--- src/rtl/aes_pkg.sv ---
// Shared AES-128 sequencer definitions: FSM encoding, round/width constants, Rcon step.
package aes_pkg;

  localparam int         AES_NR    = 10;
  localparam int         AES_DW    = 128;
  localparam logic [7:0] RCON_INIT = 8'h01;

  typedef enum logic [1:0] {
    IDLE = 2'd0,
    RUN  = 2'd1,
    DONE = 2'd2
  } aes_state_e;

  // GF(2^8) multiply-by-x; 8'h80 wraps to 8'h1b.
  function automatic logic [7:0] xtime(input logic [7:0] b);
    return {b[6:0], 1'b0} ^ (b[7] ? 8'h1b : 8'h00);
  endfunction

endpackage

--- src/rtl/aes_rcon_gen.sv ---
// Rcon register for the key-expansion step: load restarts at 8'h01, advance steps by xtime.
module aes_rcon_gen
  import aes_pkg::*;
(
  input  logic       clk,
  input  logic       rst,
  input  logic       load,
  input  logic       advance,
  output logic [7:0] rcon
);

  always_ff @(posedge clk or posedge rst) begin
    if (rst)          rcon <= RCON_INIT;
    else if (load)    rcon <= RCON_INIT;
    else if (advance) rcon <= xtime(rcon);
  end

endmodule

--- src/rtl/aes_round_ctrl.sv ---
// Iterative AES-128 sequencer: owns state/key/round/Rcon and drives an external round datapath.
// Optional abort port is built in when AES_ABORT_EN is defined.
module aes_round_ctrl
  import aes_pkg::*;
#(
  parameter int NR = AES_NR,
  parameter int DW = AES_DW
) (
  input  logic          clk,
  input  logic          rst,
  input  logic          in_valid,
  output logic          in_ready,
  input  logic [DW-1:0] in_pt,
  input  logic [DW-1:0] in_key,
  output logic          out_valid,
  input  logic          out_ready,
  output logic [DW-1:0] out_ct,
  output logic [DW-1:0] dp_state,
  output logic [DW-1:0] dp_rkey,
  output logic          dp_last,
  input  logic [DW-1:0] dp_result,
  output logic [DW-1:0] ks_key,
  output logic [7:0]    ks_rcon,
  input  logic [DW-1:0] ks_next
`ifdef AES_ABORT_EN
  ,
  input  logic          abort
`endif
);

  localparam logic [3:0] NR_L = 4'(NR);

  aes_state_e    fsm, fsm_nxt;
  logic [DW-1:0] state_r, key_r;
  logic [3:0]    round;
  logic [7:0]    rcon;
  logic          running, accept, handshake, last_round, abort_hit;

  assign running    = (fsm == RUN);
  assign accept     = (fsm == IDLE) && in_valid;
  assign handshake  = (fsm == DONE) && out_ready;
  assign last_round = running && (round == NR_L);

`ifdef AES_ABORT_EN
  assign abort_hit = abort && (fsm != IDLE);
`else
  assign abort_hit = 1'b0;
`endif

  always_ff @(posedge clk or posedge rst) begin
    if (rst) fsm <= IDLE;
    else     fsm <= fsm_nxt;
  end

  always_comb begin
    fsm_nxt = fsm;
    case (fsm)
      IDLE:    if (in_valid)   fsm_nxt = RUN;
      RUN:     if (last_round) fsm_nxt = DONE;
      DONE:    if (out_ready)  fsm_nxt = IDLE;
      default:                 fsm_nxt = IDLE;
    endcase
    // Abort wins over completion and over the output handshake.
    if (abort_hit) fsm_nxt = IDLE;
  end

  // Round counter saturates at NR on the final round so it never wraps.
  always_ff @(posedge clk or posedge rst) begin
    if (rst) begin
      state_r <= '0;
      key_r   <= '0;
      round   <= '0;
    end else if (accept) begin
      state_r <= in_pt ^ in_key;
      key_r   <= in_key;
      round   <= 4'd1;
    end else if (abort_hit || handshake) begin
      round   <= '0;
    end else if (running) begin
      state_r <= dp_result;
      key_r   <= ks_next;
      if (round != NR_L) round <= round + 4'd1;
    end
  end

  aes_rcon_gen u_rcon (
    .clk     (clk),
    .rst     (rst),
    .load    (accept | abort_hit),
    .advance (running & ~abort_hit),
    .rcon    (rcon)
  );

  always_comb begin
    in_ready  = (fsm == IDLE);
    out_valid = (fsm == DONE);
    out_ct    = (fsm == DONE) ? state_r : '0;
    dp_state  = state_r;
    dp_rkey   = running ? ks_next : key_r;
    dp_last   = last_round;
    ks_key    = key_r;
    ks_rcon   = rcon;
  end

endmodule

--- config.mk ---
export PLATFORM = sky130hd
export DESIGN_NAME = aes_round_ctrl
export DESIGN_NICKNAME = d
export VERILOG_FILES = /design/src/rtl/aes_pkg.sv /design/src/rtl/aes_rcon_gen.sv /design/src/rtl/aes_round_ctrl.sv
export SDC_FILE = /design/constraint.sdc
export NUM_CORES = 1
export LEC_CHECK = 0
export CORE_AREA = 2 2 410 412
export CTS_CLUSTER_SIZE = 25
export DETAILED_ROUTE_END_ITERATION = 16
export DIE_AREA = 0 0 412 414
export MAX_ROUTING_LAYER = met4
export PLACE_DENSITY = 0.33
export SLEW_MARGIN = 10
export SYNTH_ARGS = -nofsm -noshare
export SYNTH_HDL_FRONTEND = slang
export SYNTH_SLANG_ARGS = --single-unit
--- constraint.sdc ---
create_clock -name clk -period 9.19 [get_ports clk]
set_input_delay 0.919 -clock clk [delete_from_list [all_inputs] [get_ports clk]]
set_output_delay 0.919 -clock clk [all_outputs]
set_load 0.05 [all_outputs]
==> results of run 1 <==
-- area by class of cell --
class                           count  area [µm²]
Antenna cell                        6        15.0
Clock inverter                     11         101
Timing Repair Buffer             1061       10700
Inverter                            5        26.3
Clock buffer                       64        1240
Fill cell                       18800      137000
Multi-Input combinational cell   1590        8050
Tap cell                         2204        2760
Sequential cell                   270        6770
-- placed cells by master, fill, tap and decap left out, drive strengths merged --
master	count
clkinv	8
nand3	10
inv	6
a21o	1
nand2b	1
nand2	777
diode	6
o21bai	1
and3b	1
o311ai	1
nor2b	3
and2	128
or3	2
nand3b	1
clkbuf	64
or3b	1
a221o	1
buf	23
a31oi	129
bufinv	1
a21oi	4
dfrtp	269
ha	2
o21ai	135
nor2	131
mux2i	1
dfstp	1
a22oi	128
and2b	1
xor2	128
clkinvlp	1
clkdlybuf4s50	1038
xnor2	3
-- critical path: stages (launching register included) --
cell and delay, ns:
dfrtp_4 0.64, buf_4 0.50, nor2b_4 0.91, buf_12 0.45, buf_4 0.43, nand2_1 0.09, nand2_1 0.07, clkdlybuf4s50_1 0.80
-- routing by layer --
metal  track usage (%)  wire length (µm)  up-vias
met5                 -                 0        -
met3              2.34              6230      106
met2              23.6             59900      618
met1              15.9             48100     8958
li1                  -                 -     8587
met4              2.86              2140        0
-- where the power goes --
group | switching (mW) | internal [mW] | total, mW
logic | 4.70 | 2.05 | 6.75
registers | 0.712 | 1.74 | 2.45
clock network | 0.690 | 0.954 | 1.64
total | 6.11 | 4.74 | 10.8
-- metrics by stage --
step	power (mW)	worst slack, ns	std cells
after floorplan	6.33	0.834	2027
after global placement	9.35	4.15	5130
after detailed placement	9.31	4.11	5130
after CTS	11.1	3.41	5205
after global routing	11.4	3.28	5209
final	10.8	3.56	5211
-- final timing paths --
check | cells past startpoint | slack, ns | to | startpoint
worst max-delay path | 7 | 3.56 | dp_rkey[76] | fsm[0]$_DFFE_PP0P_
worst max register to register | 6 | 5.49 | dp_state[51]$_DFFE_PP0P_ | fsm[0]$_DFFE_PP0P_
min in group asynchronous | 2 | 0.82 | dp_state[18]$_DFFE_PP0P_ | rst
worst min register to register | 2 | 0.50 | ks_key[47]$_DFFE_PP0P_ | ks_key[47]$_DFFE_PP0P_
worst min-delay path | 2 | 0.50 | ks_key[47]$_DFFE_PP0P_ | ks_key[47]$_DFFE_PP0P_
max in group asynchronous | 3 | 7.13 | fsm[0]$_DFFE_PP0P_ | rst
-- sequential cells by signal, indices dropped and copies added, names as in the netlist --
signal       flops
dp_state       128
ks_key         128
u_rcon.rcon      8
round            4
fsm              2
-- kinds of logic (layout without fill, tap and decap cells) --
family,Yosys count,count (layout),synth area share (%)
fa+ha+maj,2,2,0.160
simple gates,1056,1056,27.6
buf+inv,167,1141,5.73
compound gates,400,400,15.9
flops,270,270,43.1
other cells,0,6,0
mux,1,1,0.0639
xor+xnor,131,131,7.32
==> impl_metrics.json, run 1 <==
{
  "finalSetupTns_ns": 0,
  "fin_util_pct": 17.8,
  "htreeDepth": 2,
  "arrival_ns": 4.72,
  "max_slew_margin_pct": 32.9,
  "yosys.area.top_type": "dfrtp_1",
  "placed_area_um2": 28300,
  "synth_edf_count": 0,
  "path_class": "register to primary output",
  "dp_hpwl_um": 89200,
  "hp-class": "register to register",
  "slew_violations": 0,
  "synth_area_per_cell_um2": 7.73,
  "synth_common_cells": "nand2_1, dfrtp_1, o21ai_0",
  "antenna_found_initial": 9,
  "cts_setup_buffers": 0,
  "yosys-top-cells-area": "dfrtp_1, nand2_1, xor2_1",
  "place.gp.congestion": 0.849,
  "die_y_um": 414,
  "dr.pass1.iters": 5,
  "async_reset_ff_share_pct": 100,
  "postCtsHoldBufs": 0,
  "root_buffer": "clkbuf_16",
  "syn-cell-area_um2": 15700,
  "path_clk_slew_ns": 0.05,
  "port_buffers": 1038,
  "synth-seq-cells": 270,
  "max-vdd-ir-drop_uv": 182,
  "period_share_pct": 61.3,
  "skew_ns": 0.0167,
  "status": "finished, final reports clean",
  "vias": 18300,
  "end_kind": "primary output",
  "core_um2": 166000,
  "synth_most_common_cell": "nand2_1",
  "ys_seq_area_share_pct": 43.1,
  "fmax_mhz": 177,
  "crit_path_start_kind": "register",
  "synth_top_area_share_pct": 43.0,
  "drive_gt1_share_pct": 3.13,
  "report.final.hold_viol_count": 0,
  "start_util_pct": 9.42,
  "setup_viol": 0,
  "drc": 0,
  "power.leakage_nw": 11.7,
  "ctsResizeCount": 0,
  "row_count": 150,
  "ys_warn_count": 0,
  "grt_setup_unrepaired": "false",
  "synth_ff_type": "dfrtp_1",
  "drt_iter0_drc": 981,
  "crit_required_ns": 8.27,
  "cts_buffers": 43,
  "post_drt_wl_per_cell_um": 22.3,
  "design.die.area_um2": 171000,
  "die_width_um": 412,
  "hold_ws_ns": 0.502,
  "syn-num-nets": 2545,
  "clock-sinks": 270,
  "viasPerCell": 3.51,
  "clockBufferDepth": 3,
  "grt_pass1_wl_um": 159000,
  "first_global_vias": 18900,
  "grt_use_total_pct": 13.4,
  "wl_um": 116000,
  "fin_area_um2": 29600,
  "clk_latency_ns": 0.61,
  "ant_nets": 0,
  "worstPathMaxFanout": 107,
  "synth_cells": 2027,
  "worstMarginPinSlew_ns": 1.00,
  "cts_tree": "yes",
  "grt_max_degree": 125,
  "power.density_nw_per_um2": 366,
  "fin_crit_ns": 5.63,
  "pin_count": 1039,
  "grt_overflow": 0,
  "maxCapViolCount": 0,
  "fin_nets": 3489,
  "yosysUniqueCellTypes": 33,
  "syn2layout_area_growth_pct": 89.0
}
Note: power is estimated with default switching activity, not from simulation.
==> run 2: changes to the inputs <==
--- a/config.mk
+++ b/config.mk
@@ -5,12 +5,12 @@
 export SDC_FILE = /design/constraint.sdc
 export NUM_CORES = 1
 export LEC_CHECK = 0
-export CORE_AREA = 2 2 410 412
+export CORE_AREA = 2 2 409 411
 export CTS_CLUSTER_SIZE = 25
 export DETAILED_ROUTE_END_ITERATION = 16
-export DIE_AREA = 0 0 412 414
+export DIE_AREA = 0 0 411 413
 export MAX_ROUTING_LAYER = met4
-export PLACE_DENSITY = 0.33
+export PLACE_DENSITY = 0.34
 export SLEW_MARGIN = 10
 export SYNTH_ARGS = -nofsm -noshare
 export SYNTH_HDL_FRONTEND = slang
==> constraint.sdc (replaced) <==
create_clock -name clk -period 4.8 [get_ports clk]
set_input_delay 0.48 -clock clk [delete_from_list [all_inputs] [get_ports clk]]
set_output_delay 0.48 -clock clk [all_outputs]
set_load 0.05 [all_outputs]
==> run 2 against run 1 <==
  * Flip-flop and latch count stayed put
  * Final cell count grew 0.71%
  * Global-route usage grew 0.37 points
  * Final area up 1.1%
  * Critical path depth shrank 1
  * Sequential power up 95%
  * Highest routed layer unchanged
  * Combinational power grew 94%
  * Clock-buffer cell count fell by 8
  * Sequential share of layout area down 0.24 points
  * Non-clock buffer count is 30 higher
  * Clock power grew 87%
  * Wire length grew 3.0%
  * Critical path type unchanged
  * Largest cell class unchanged
==> impl_metrics.json, run 2 (synthesized netlist as in run 1, its figures left out) <==
{
  "grt_pass1_wl_um": 160000,
  "final_cells": 5248,
  "p_int_mw": 9.15,
  "max_slew_margin_pct": 35.1,
  "root_buffer": "clkbuf_16",
  "drive_gt1_share_pct": 4.36,
  "postCtsHoldBufs": 0,
  "cts_setup_buffers": 0,
  "vias": 18400,
  "swShare_pct": 56.3,
  "maxCapViolCount": 0,
  "pin_count": 1039,
  "clk_latency_ns": 0.59,
  "power.density_nw_per_um2": 700,
  "grt_use_total_pct": 13.8,
  "path_class": "register to primary output",
  "row_count": 150,
  "drt_iter0_drc": 903,
  "place.gp.congestion": 0.876,
  "fmax_mhz": 243,
  "finalSetupTns_ns": 0,
  "reg2regPathDepth": 6,
  "design.die.area_um2": 170000,
  "clockBufferDepth": 3,
  "layout_common_cells": "clkdlybuf4s50_1, nand2_1, dfrtp_1",
  "combPwrFrac_pct": 62.6,
  "power.leakage_nw": 11.9,
  "p_clk_share_pct": 14.6,
  "p_total_mw": 20.9,
  "skew_ns": 0.0124,
  "grt_overflow": 0,
  "worstPathMaxFanout": 40,
  "htreeDepth": 2,
  "fin_nets": 3517,
  "fin_area_um2": 29900,
  "drc": 0,
  "max-vdd-ir-drop_uv": 435,
  "ant_nets": 0,
  "hold_ws_ns": 0.351,
  "power.switching_mw": 11.8,
  "period_share_pct": 85.7,
  "cts_tree": "yes",
  "core_um2": 166000,
  "dr.pass1.iters": 6,
  "pwr-share-seq_pct": 22.8,
  "fin_util_pct": 18.0,
  "post_drt_wl_per_cell_um": 22.9,
  "path_clk_slew_ns": 0.06,
  "die_y_um": 413,
  "ctsResizeCount": 0,
  "clock-sinks": 270,
  "grt_setup_unrepaired": "false",
  "placed_area_um2": 28600,
  "status": "finished, final reports clean",
  "crit_required_ns": 4.32,
  "hp-class": "primary input to async pin",
  "slew_violations": 0,
  "report.final.hold_viol_count": 0,
  "dp_hpwl_um": 93100,
  "cts_buffers": 41,
  "layout_commonest_cell": "clkdlybuf4s50_1",
  "worstMarginPinSlew_ns": 0.971,
  "antenna_found_initial": 22,
  "crit_path_start_kind": "register",
  "setup_viol": 0,
  "die_width_um": 411,
  "end_kind": "primary output",
  "worst_slack_ns": 0.685,
  "fin_crit_ns": 4.12,
  "place_ws_ns": 1.12,
  "start_util_pct": 9.44,
  "syn2layout_area_growth_pct": 91.0,
  "port_buffers": 1038,
  "dp_cells": 5160,
  "wl_um": 120000,
  "grt_max_degree": 132,
  "arrival_ns": 3.64,
  "viasPerCell": 3.51,
  "first_global_vias": 19000
}
-- run 2: cell types whose count changed in the layout (fill, tap and decap cells not counted), moves of 2 or more --
| cell | before | now |
|---|---|---|
| buf_4 | 15 | 38 |
| clkbuf_16 | 44 | 41 |
| buf_12 | 8 | 17 |
| diode_2 | 6 | 16 |
| clkinv_2 | 6 | 12 |
| clkbuf_1 | 14 | 5 |
| clkdlybuf4s50_1 | 1038 | 1036 |
| clkbuf_8 | 6 | 10 |
-- run 2: worst paths after layout --
check | startpoint | end | slack (ns)
setup / recovery | fsm[1]$_DFFE_PP0P_ | dp_rkey[90] | 0.68
hold / removal | rst | dp_state[65]$_DFFE_PP0P_ | 0.35
min in group clk | dp_result[52] | dp_state[52]$_DFFE_PP0P_ | 0.44
setup reg to reg | fsm[0]$_DFFE_PP0P_ | dp_state[5]$_DFFE_PP0P_ | 2.01
max in group asynchronous | rst | u_rcon.rcon[0]$_DFFE_PP1P_ | 3.31
hold reg to reg | ks_key[27]$_DFFE_PP0P_ | ks_key[27]$_DFFE_PP0P_ | 0.51
-- run 2: layout make-up --
cell class,instances,area [µm²]
Clock inverter,16,115
Clock buffer,56,1180
Antenna cell,16,40.0
Tap cell,2204,2760
Sequential cell,270,6770
Timing Repair Buffer,1091,11000
Fill cell,18800,136000
Multi-Input combinational cell,1590,8050
Inverter,5,22.5
-- run 2: power by group through the flow --
| stage | Combinational, mW | Sequential (mW) | Clock, mW |
|---|---|---|---|
| final | 13.1 | 4.77 | 3.06 |
| after global routing | 13.8 | 4.90 | 3.32 |
| after CTS | 13.3 | 4.81 | 3.23 |
| after detailed placement | 13.3 | 4.82 | 0 |
| after global placement | 13.3 | 4.85 | 0 |
| after floorplan | 4.45 | 7.66 | 0 |
-- run 2: critical path, cell delays in order, from the launching register on --
cell and delay [ns]:
dfrtp_4 0.78, nand2b_4 0.60, buf_12 0.33, buf_12 0.20, nand2_1 0.07, nand2_1 0.16, clkdlybuf4s50_1 0.84
-- run 2: per-layer routing --
| metal | part of all wire, % | vias up | global-route usage (%) |
|---|---|---|---|
| li1 | - | 8642 | - |
| met1 | 41 | 9027 | 16.2 |
| met2 | 51 | 654 | 24.0 |
| met3 | 5.6 | 80 | 2.72 |
| met4 | 2.2 | 0 | 3.78 |
| met5 | 0 | - | - |
==> run 3: changes to the inputs <==
--- a/config.mk
+++ b/config.mk
@@ -11,7 +11,7 @@
 export DIE_AREA = 0 0 411 413
 export MAX_ROUTING_LAYER = met4
 export PLACE_DENSITY = 0.34
-export SLEW_MARGIN = 10
+export SLEW_MARGIN = 30
 export SYNTH_ARGS = -nofsm -noshare
 export SYNTH_HDL_FRONTEND = slang
 export SYNTH_SLANG_ARGS = --single-unit
==> results of run 3 <==
The final DEF is identical to that of run 2; final timing and power are the same.
